==> src/rtl/nw_traceback.sv <==
// Needleman-Wunsch traceback: walks stored direction codes from the bottom-right
// cell back to the origin and streams the alignment out in reverse order.
module nw_traceback #(
    parameter int LENGTH = 10,
    parameter int CWIDTH = 2,
    parameter int IWIDTH = $clog2(LENGTH) + 1
) (
    input  logic                       clk,
    input  logic                       reset,
    input  logic                       start,
    input  logic [LENGTH*CWIDTH-1:0]   s1,
    input  logic [LENGTH*CWIDTH-1:0]   s2,
    output logic                       dir_rd_en,
    output logic [IWIDTH-2:0]          dir_row,
    output logic [IWIDTH-2:0]          dir_col,
    input  logic [1:0]                 dir_rdata,
    output logic                       out_valid,
    input  logic                       out_ready,
    output logic [CWIDTH-1:0]          out_c1,
    output logic [CWIDTH-1:0]          out_c2,
    output logic                       out_gap1,
    output logic                       out_gap2,
    output logic                       out_last,
    output logic                       busy,
    output logic                       done,
    output logic                       err,
    output logic [IWIDTH:0]            pair_count
);

    typedef enum logic [2:0] {S_IDLE, S_READ, S_WAIT, S_EMIT, S_DONE} state_t;

    localparam logic signed [IWIDTH-1:0] IDX_LAST = IWIDTH'(LENGTH - 1);
    localparam logic signed [IWIDTH-1:0] IDX_ONE  = IWIDTH'(1);
    localparam logic        [IWIDTH:0]   PC_ONE   = (IWIDTH+1)'(1);

    state_t                     r_state;
    logic [LENGTH*CWIDTH-1:0]   r_s1;
    logic [LENGTH*CWIDTH-1:0]   r_s2;
    logic signed [IWIDTH-1:0]   r_j;
    logic signed [IWIDTH-1:0]   r_k;

    logic signed [IWIDTH-1:0]   w_nj;
    logic signed [IWIDTH-1:0]   w_nk;
    logic                       w_gap1;
    logic                       w_gap2;
    logic                       w_pair;
    logic                       w_rsv;
    logic                       w_last;
    logic [CWIDTH-1:0]          w_c1;
    logic [CWIDTH-1:0]          w_c2;

    function automatic logic [CWIDTH-1:0] char_at(input logic [LENGTH*CWIDTH-1:0] str,
                                                  input logic [IWIDTH-2:0] idx);
        logic [CWIDTH-1:0] c;
        c = {CWIDTH{1'b0}};
        for (int i = 0; i < LENGTH; i++) begin
            if (idx == (IWIDTH-1)'(i)) begin
                c = str[i*CWIDTH +: CWIDTH];
            end
        end
        return c;
    endfunction

    // Decode the next alignment column: boundary moves in READ, stored code in WAIT.
    always_comb begin
        w_nj   = r_j;
        w_nk   = r_k;
        w_gap1 = 1'b0;
        w_gap2 = 1'b0;
        w_pair = 1'b0;
        w_rsv  = 1'b0;
        if (r_state == S_READ) begin
            if (r_j[IWIDTH-1]) begin
                w_gap1 = 1'b1;
                w_nk   = r_k - IDX_ONE;
                w_pair = 1'b1;
            end else if (r_k[IWIDTH-1]) begin
                w_gap2 = 1'b1;
                w_nj   = r_j - IDX_ONE;
                w_pair = 1'b1;
            end else begin
                w_pair = 1'b0;
            end
        end else if (r_state == S_WAIT) begin
            case (dir_rdata)
                2'b00: begin
                    w_nj   = r_j - IDX_ONE;
                    w_nk   = r_k - IDX_ONE;
                    w_pair = 1'b1;
                end
                2'b01: begin
                    w_nj   = r_j - IDX_ONE;
                    w_gap2 = 1'b1;
                    w_pair = 1'b1;
                end
                2'b10: begin
                    w_nk   = r_k - IDX_ONE;
                    w_gap1 = 1'b1;
                    w_pair = 1'b1;
                end
                default: w_rsv = 1'b1;
            endcase
        end else begin
            w_pair = 1'b0;
        end
        // Gapped sides read a don't-care index, so force the character to zero.
        w_c1   = w_gap1 ? {CWIDTH{1'b0}} : char_at(r_s1, r_j[IWIDTH-2:0]);
        w_c2   = w_gap2 ? {CWIDTH{1'b0}} : char_at(r_s2, r_k[IWIDTH-2:0]);
        w_last = w_nj[IWIDTH-1] & w_nk[IWIDTH-1];
    end

    // Traceback sequencer with registered stream, read and status outputs.
    always_ff @(posedge clk) begin
        if (reset) begin
            r_state    <= S_IDLE;
            r_s1       <= {(LENGTH*CWIDTH){1'b0}};
            r_s2       <= {(LENGTH*CWIDTH){1'b0}};
            r_j        <= {IWIDTH{1'b0}};
            r_k        <= {IWIDTH{1'b0}};
            dir_rd_en  <= 1'b0;
            dir_row    <= {(IWIDTH-1){1'b0}};
            dir_col    <= {(IWIDTH-1){1'b0}};
            out_valid  <= 1'b0;
            out_c1     <= {CWIDTH{1'b0}};
            out_c2     <= {CWIDTH{1'b0}};
            out_gap1   <= 1'b0;
            out_gap2   <= 1'b0;
            out_last   <= 1'b0;
            busy       <= 1'b0;
            done       <= 1'b0;
            err        <= 1'b0;
            pair_count <= {(IWIDTH+1){1'b0}};
        end else begin
            done      <= 1'b0;
            dir_rd_en <= 1'b0;
            case (r_state)
                S_IDLE: begin
                    if (start) begin
                        r_s1       <= s1;
                        r_s2       <= s2;
                        r_j        <= IDX_LAST;
                        r_k        <= IDX_LAST;
                        pair_count <= {(IWIDTH+1){1'b0}};
                        err        <= 1'b0;
                        busy       <= 1'b1;
                        dir_rd_en  <= 1'b1;
                        dir_row    <= IDX_LAST[IWIDTH-2:0];
                        dir_col    <= IDX_LAST[IWIDTH-2:0];
                        r_state    <= S_READ;
                    end
                end
                S_READ: begin
                    if (w_pair) begin
                        out_valid <= 1'b1;
                        out_c1    <= w_c1;
                        out_c2    <= w_c2;
                        out_gap1  <= w_gap1;
                        out_gap2  <= w_gap2;
                        out_last  <= w_last;
                        r_j       <= w_nj;
                        r_k       <= w_nk;
                        r_state   <= S_EMIT;
                    end else begin
                        r_state   <= S_WAIT;
                    end
                end
                S_WAIT: begin
                    if (w_rsv) begin
                        err     <= 1'b1;
                        busy    <= 1'b0;
                        done    <= 1'b1;
                        r_state <= S_DONE;
                    end else begin
                        out_valid <= 1'b1;
                        out_c1    <= w_c1;
                        out_c2    <= w_c2;
                        out_gap1  <= w_gap1;
                        out_gap2  <= w_gap2;
                        out_last  <= w_last;
                        r_j       <= w_nj;
                        r_k       <= w_nk;
                        r_state   <= S_EMIT;
                    end
                end
                S_EMIT: begin
                    if (out_ready) begin
                        out_valid  <= 1'b0;
                        out_last   <= 1'b0;
                        pair_count <= pair_count + PC_ONE;
                        if (r_j[IWIDTH-1] && r_k[IWIDTH-1]) begin
                            busy    <= 1'b0;
                            done    <= 1'b1;
                            r_state <= S_DONE;
                        end else begin
                            // Only interior cells need the grid; boundary steps skip the read.
                            dir_rd_en <= ~r_j[IWIDTH-1] & ~r_k[IWIDTH-1];
                            dir_row   <= r_j[IWIDTH-2:0];
                            dir_col   <= r_k[IWIDTH-2:0];
                            r_state   <= S_READ;
                        end
                    end
                end
                S_DONE:  r_state <= S_IDLE;
                default: r_state <= S_IDLE;
            endcase
        end
    end

endmodule

==> config.mk <==
export PLATFORM = sky130hd
export DESIGN_NAME = nw_traceback
export DESIGN_NICKNAME = d
export VERILOG_FILES = /design/src/rtl/nw_traceback.sv
export SDC_FILE = /design/constraint.sdc
export NUM_CORES = 1
export LEC_CHECK = 0
export ABC_AREA = 1
export BUFFER_PORTS_ARGS = -buffer_cell sky130_fd_sc_hd__buf_2
export CAP_MARGIN = 40
export CORE_ASPECT_RATIO = 1.75
export CORE_UTILIZATION = 45
export CTS_BUF_LIST = sky130_fd_sc_hd__clkbuf_16
export DETAILED_ROUTE_END_ITERATION = 6
export MAX_ROUTING_LAYER = met4
export PLACE_DENSITY = 0.79
export SLEW_MARGIN = 10
export SYNTH_ARGS = -nofsm -noshare
export SYNTH_HDL_FRONTEND = slang
export SYNTH_SLANG_ARGS = --single-unit
==> constraint.sdc <==
create_clock -name clk -period 1.8 [get_ports clk]
set_input_delay 0.27 -clock clk [delete_from_list [all_inputs] [get_ports clk]]
set_output_delay 0.27 -clock clk [all_outputs]
set_load 0.02 [all_outputs]
==> reports/metrics.yaml, run 1 <==
status: "complete, no violations"
syn_nets: 607
p_sw_share_pct: 42.0
fin_skew_ns: 0.00731
max_freq_ghz: 0.595
leakagePower_nw: 2.19
rsz0062_at_grt: "true"
ant_nets: 0
synth-seq-cells: 79
num_rows: 44
period_share_pct: 93.3
antenna_found_initial: 0
stdcell_count: 745
p_int_mw: 4.22
placed_cells: 728
final_layout_size_suffix_gt1_share_pct: 24.8
grtUsageTotal_pct: 22.6
comb_power_share_pct: 44.7
avgSynthCellArea_sq_um: 7.16
min_period_ns: 1.68
clockBufferDepth: 2
post-dp-hpwl_mm: 7.16
cts.clk_slew.worst_paths_ns: 0.05
dieArea_sq_mm: 0.00917
arrival_ns: 1.90
ys_types: 39
hold_violations: 0
final_area_sq_mm: 0.00483
cts-root-buf: "clkbuf_16"
die_height_um: 126
yosysWarningCount: 0
gr-total-overflow: 0
syn_area_sq_mm: 0.00395
clkPwrFrac_pct: 21.2
syn_to_final_growth_pct: 22.4
initial_utilization_pct: 46.9
synth_top_area_cell: "dfxtp_1"
cpPeakStageDelay_ns: 0.42
power_frac_seq_pct: 34.1
cts_tree: "done"
worstSkewPairLatency_ns: 0.34
yosys_most_used_dff: "dfxtp_1"
synth_area_leaders: "dfxtp_1, a21oi_1, inv_1, nand2_1, o21ai_0"
wl_per_cell_um: 13.0
slowest_stage: "dfxtp_1"
start_kind: "flop"
crit_top_cell: "nand2_1"
required_ns: 2.02
tns_ns: 0
cts.sinks: 79
remaining_drc_errors: 0
firstDrtPassIters: 4
holdBufCountCts: 0
netlist_top_cells_count: "inv_1, nand2_1, a21oi_1"
n_antenna_cell: 0
p_per_area_mw_per_mm2: 1510
critPathKind: "reg2reg"
synth_top_area_share_pct: 40.1
vias: 3759
routabilityCongestion: 0.926
finalNetCount: 684
grt_max_degree: 52
worst_pin_slew_ns: 0.484
core_sq_mm: 0.00842
path_buf_inv: 1
vdd_drop_max_v: 0.000751
cp_top_family: "flip-flops"
numCtsBuffers: 9
die_w_um: 72.8
ioPinCount: 72
fill_cells: 798
synth-edff-count: 0
crit_path_end_kind: "flop"
syn_inst: 551
placed_area_sq_mm: 0.00446
pre_cts_slack_ns: 0.00449
crit_chain: "inv_2 > ha_4 > nand2_1 > xor2_1 > nand2_1 > a22oi_1 > nor2_4 > a21oi_1 > nor2_1"
setup_ws_ns: 0.121
viasPerCell: 5.05
p_sw_mw: 3.05
crit_fanout: 7
wl_mm: 9.67
drt_iter0_markers: 217
grt_pass1_wl_mm: 15.5
cap_violations: 0
seq_area_frac_synth_pct: 40.1
slew_headroom_pct: 67.6
portBuffers: 71
slew_violations: 0
async_reset_ff_share_pct: 0
ctsHtreeMaxLevel: 3
min_path_type: "in2reg"
setup_viol: 0
synth.most_common_cell: "inv_1"
grt_pass1_vias: 3594
per-layer routing:
metal,wire length [um],track usage (%),part of all wire (%)
met5,0,-,0
met4,291,12.8,3.0
met3,375,3.44,3.9
met2,5320,41.0,55
met1,3680,22.0,38
cell families (layout without fill, tap and decap cells):
| group | count (synthesis) | in the layout | synth area share (%) |
|---|---|---|---|
| flops | 79 | 79 | 40.1 |
| fa+ha+maj | 10 | 10 | 3.17 |
| simple gates | 175 | 175 | 22.0 |
| compound gates | 161 | 161 | 21.6 |
| xor+xnor | 3 | 3 | 0.666 |
| buf+inv | 123 | 202 | 12.6 |
state kept, by name, indices dropped and copies added (netlist names):
signal,count
err,1
r_j,5
out_last,1
out_gap2,1
r_s1,20
dir_col,4
done,1
out_gap1,1
r_s2,20
pair_count,6
out_c2,2
out_c1,2
dir_row,4
busy,1
dir_rd_en,1
out_valid,1
r_state,3
r_k,5
power groups by stage:
| stage | clock network [mW] | registers, mW | logic, mW |
|---|---|---|---|
| after floorplan | 0 | 2.51 | 2.20 |
| after global placement | 0 | 2.45 | 2.95 |
| after detailed placement | 0 | 2.47 | 3.02 |
| after CTS | 1.57 | 2.44 | 3.06 |
| after global routing | 1.65 | 2.53 | 3.60 |
| final | 1.54 | 2.48 | 3.25 |
tightest hold or removal path: stages:
cell	delay [ns]
buf_2	0.07
o21ai_0	0.07
a21oi_1	0.10
path summary, 6_finish.rpt:
path	cells after the start	startpoint	slack, ns	endpoint
min	3	s1[2]	0.21	r_s1[2]
max	9	r_k[0]	0.12	r_k[4]
min reg2reg	2	r_s1[5]	0.45	r_s1[5]
max reg2reg	9	r_k[0]	0.12	r_k[4]
final cells by class:
cell class,instances,area (sq um),share of cell area [%]
Multi-Input combinational cell,349,1970,40.8
Timing Repair Buffer,86,484,10.0
Inverter,103,402,8.31
Clock buffer,9,225,4.66
Sequential cell,79,1590,32.9
Tap cell,115,144,2.98
Clock inverter,4,17.5,0.363
placed cells by master (no fill, tap or decap), types with 3 or more instances in the layout:
cell,count
inv_4,3
nor2_4,7
nand2_4,4
o21ai_0,57
a21oi_1,81
xor2_1,3
a211oi_1,7
clkbuf_16,9
nand3_1,27
ha_4,3
dfxtp_2,5
nor2_1,24
nand2_1,83
buf_4,13
inv_1,89
buf_2,71
nor2_2,4
nand2_2,7
o211ai_1,3
nor3_4,3
nor3b_1,3
o21ai_1,5
nand4_1,3
inv_2,11
dfxtp_1,74
ha_1,5
stage by stage:
step | hold slack [ns] | util (%) | power, mW
after floorplan | 0.420 | - | 4.72
after global placement | 0.433 | 52.9 | 5.40
after detailed placement | 0.442 | 52.9 | 5.49
after CTS | 0.206 | 55.9 | 7.07
after global routing | 0.234 | 57.4 | 7.78
final | 0.210 | 57.4 | 7.27
repair_timing:
item	in CTS	in global routing
gates resized for setup	0	34
setup endpoints to repair	1	16
pin swaps	1	7
setup buffers	1	3
Power figures use the tool's default switching activity.
==> inputs of run 2 (changes only) <==
--- a/config.mk
+++ b/config.mk
@@ -13,7 +13,7 @@
 export CTS_BUF_LIST = sky130_fd_sc_hd__clkbuf_16
 export DETAILED_ROUTE_END_ITERATION = 6
 export MAX_ROUTING_LAYER = met4
-export PLACE_DENSITY = 0.79
+export PLACE_DENSITY = 0.67
 export SLEW_MARGIN = 10
 export SYNTH_ARGS = -nofsm -noshare
 export SYNTH_HDL_FRONTEND = slang
==> reports/metrics.yaml, run 2 (synthesized netlist as in run 1, its figures left out) <==
p_sw_share_pct: 40.4  # -1.6 points
cts-root-buf: "clkbuf_16"
status: "complete, no violations"
slew_violations: 0  # unchanged
core_sq_mm: 0.00842  # unchanged
stdcell_count: 747  # +0.27%
grt_max_degree: 49  # -5.8%
ant_nets: 0  # unchanged
numCtsBuffers: 9  # unchanged
cap_violations: 0  # unchanged
finalNetCount: 683  # -0.15%
clkPwrFrac_pct: 24.0  # +2.8 points
die_height_um: 126  # unchanged
final_common_cell: "inv_1"
dieArea_sq_mm: 0.00917  # unchanged
p_int_mw: 4.46  # +5.6%
remaining_drc_errors: 0  # unchanged
p_per_area_mw_per_mm2: 1530  # +1.5%
worst_pin_slew_ns: 0.428  # -0.0555 ns
cpPeakStageDelay_ns: 0.33  # -0.09 ns
top_regs: "r_s1 (20), r_s2 (20), pair_count (6)"
path_buf_inv: 4  # +3
cts.clk_slew.worst_paths_ns: 0.06  # about the same
slowest_stage: "dfxtp_1"
fin_skew_ns: 0.0104  # +0.00310 ns
clockBufferDepth: 2  # unchanged
crit_chain: "bufinv_8 > nor3_4 > nand2_2 > nand2_4 > inv_2 > nand3b_4 > inv_1 > nand2_1 > inv_2 > o21ai_0 > a21oi_1"
die_w_um: 72.8  # unchanged
placed_cells: 728  # unchanged
cts_tree: "done"
antenna_found_initial: 0  # unchanged
grt_pass1_vias: 3467  # -3.5%
syn_to_final_growth_pct: 23.9
drt_iter0_markers: 164  # -24%
max_freq_ghz: 0.592  # -0.65%
wl_mm: 9.08  # -6.1%
num_rows: 44  # unchanged
worstSkewPairLatency_ns: 0.34  # about the same
min_period_ns: 1.69  # +0.0109 ns
critPathKind: "reg2reg"
vias: 3675  # -2.2%
ff_latch_area_sq_mm: 0.00159  # unchanged
routabilityCongestion: 0.945  # +2.0%
cts.sinks: 79  # unchanged
firstDrtPassIters: 4  # unchanged
final_layout_size_suffix_gt1_share_pct: 25.6  # +0.87 points
layout.core_utilization_pct: 58.1  # +0.70 points
arrival_ns: 1.91  # about the same
crit_path_end_kind: "flop"
p_sw_mw: 3.02  # -1.1%
hold_violations: 0  # unchanged
cp_top_family: "simple AND/OR/NAND/NOR gates"
crit_top_cell: "inv_2"
setup_viol: 0  # unchanged
slew_headroom_pct: 71.3  # +3.7 points
n_antenna_cell: 0  # unchanged
grtUsageTotal_pct: 21.6  # -0.96 points
gr-total-overflow: 0  # unchanged
vdd_drop_max_v: 0.000702  # -6.6%
mostFrequentLayoutCells: "inv_1, nand2_1, a21oi_1"
crit_fanout: 6  # -1
period_share_pct: 93.9  # +0.61 points
initial_utilization_pct: 46.9  # unchanged
comb_power_share_pct: 43.0  # -1.7 points
fill_cells: 845  # +5.9%
power_frac_seq_pct: 33.1  # -1.0 points
min_path_type: "in2reg"
required_ns: 2.02  # about the same
post-dp-hpwl_mm: 6.91  # -3.4%
viasPerCell: 4.92  # -2.5%
p_total_mw: 7.47  # +2.8%
ctsHtreeMaxLevel: 3  # unchanged
start_kind: "flop"
leakagePower_nw: 2.20  # +0.58%
rsz0062_at_grt: "true"
portBuffers: 71  # unchanged
multiInputGateArea_sq_mm: 0.00197  # -0.25%
wl_per_cell_um: 12.2  # -6.3%
grt_pass1_wl_mm: 15.0  # -3.3%
ioPinCount: 72  # unchanged
-- run 2: power groups by stage --
stage                     registers [mW]  clock network [mW]  logic (mW)
after global placement              2.46                   0        3.01
final                               2.47                1.79        3.21
after CTS                           2.44                1.83        3.10
after floorplan                     2.51                   0        2.20
after global routing                2.53                1.89        3.62
after detailed placement            2.47                   0        3.06
-- run 2: worst paths after layout --
kind | startpoint | endpoint | slack (ns) | cells past startpoint
hold reg to reg | r_s2[5] | r_s2[5] | 0.44 | 2
setup reg to reg | r_state[0] | r_k[0] | 0.11 | 11
hold / removal | s1[6] | r_s1[6] | 0.21 | 3
setup / recovery | r_state[0] | r_k[0] | 0.11 | 11
-- run 2: worst register-to-register path, delay by kind of cell, from the launching register on --
family                 cells  cell delay [ns]
DFF                        1             0.33
AOI/OAI and AO/OA          2             0.20
buffers and inverters      4             0.36
and+or+nand+nor            5             0.67
-- run 2: per-stage QoR --
stage | area, sq um | setup WS (ns) | setup TNS [ns] | hold slack, ns
6_report | 4890 | 0.110 | 0 | 0.210
3_5_place_dp | 4470 | -0.00831 | -0.00831 | 0.443
3_3_place_gp | 4470 | 0.0374 | 0 | 0.437
2_1_floorplan | 3950 | 0.261 | 0 | 0.420
4_1_cts | 4790 | 0.0281 | 0 | 0.200
5_1_grt | 4890 | -0.0626 | -0.0723 | 0.215
-- run 2: layer usage --
| layer | up-vias | global-route usage [%] | wire length (um) |
|---|---|---|---|
| met2 | 80 | 37.1 | 4840 |
| li1 | 1938 | - | - |
| met5 | - | - | 0 |
| met3 | 21 | 3.20 | 327 |
| met4 | 0 | 12.7 | 269 |
| met1 | 1636 | 22.9 | 3650 |
-- run 2: final cells by class --
| class | count | area share (%) |
|---|---|---|
| multi-input combinational | 349 | 40.2 |
| sequential | 79 | 32.5 |
| timing repair buffer | 85 | 9.93 |
| inverter | 103 | 8.34 |
| clock buffer | 9 | 4.61 |
| tap | 115 | 2.94 |
| clock inverter | 7 | 1.51 |
-- run 2: timing repair --
item,CTS,global route
pin swaps,2,3
hold buffers,0,0
endpoints found under the setup margin,2,12
gates cloned,0,0
buffers inserted,1,2
resized for setup,3,29
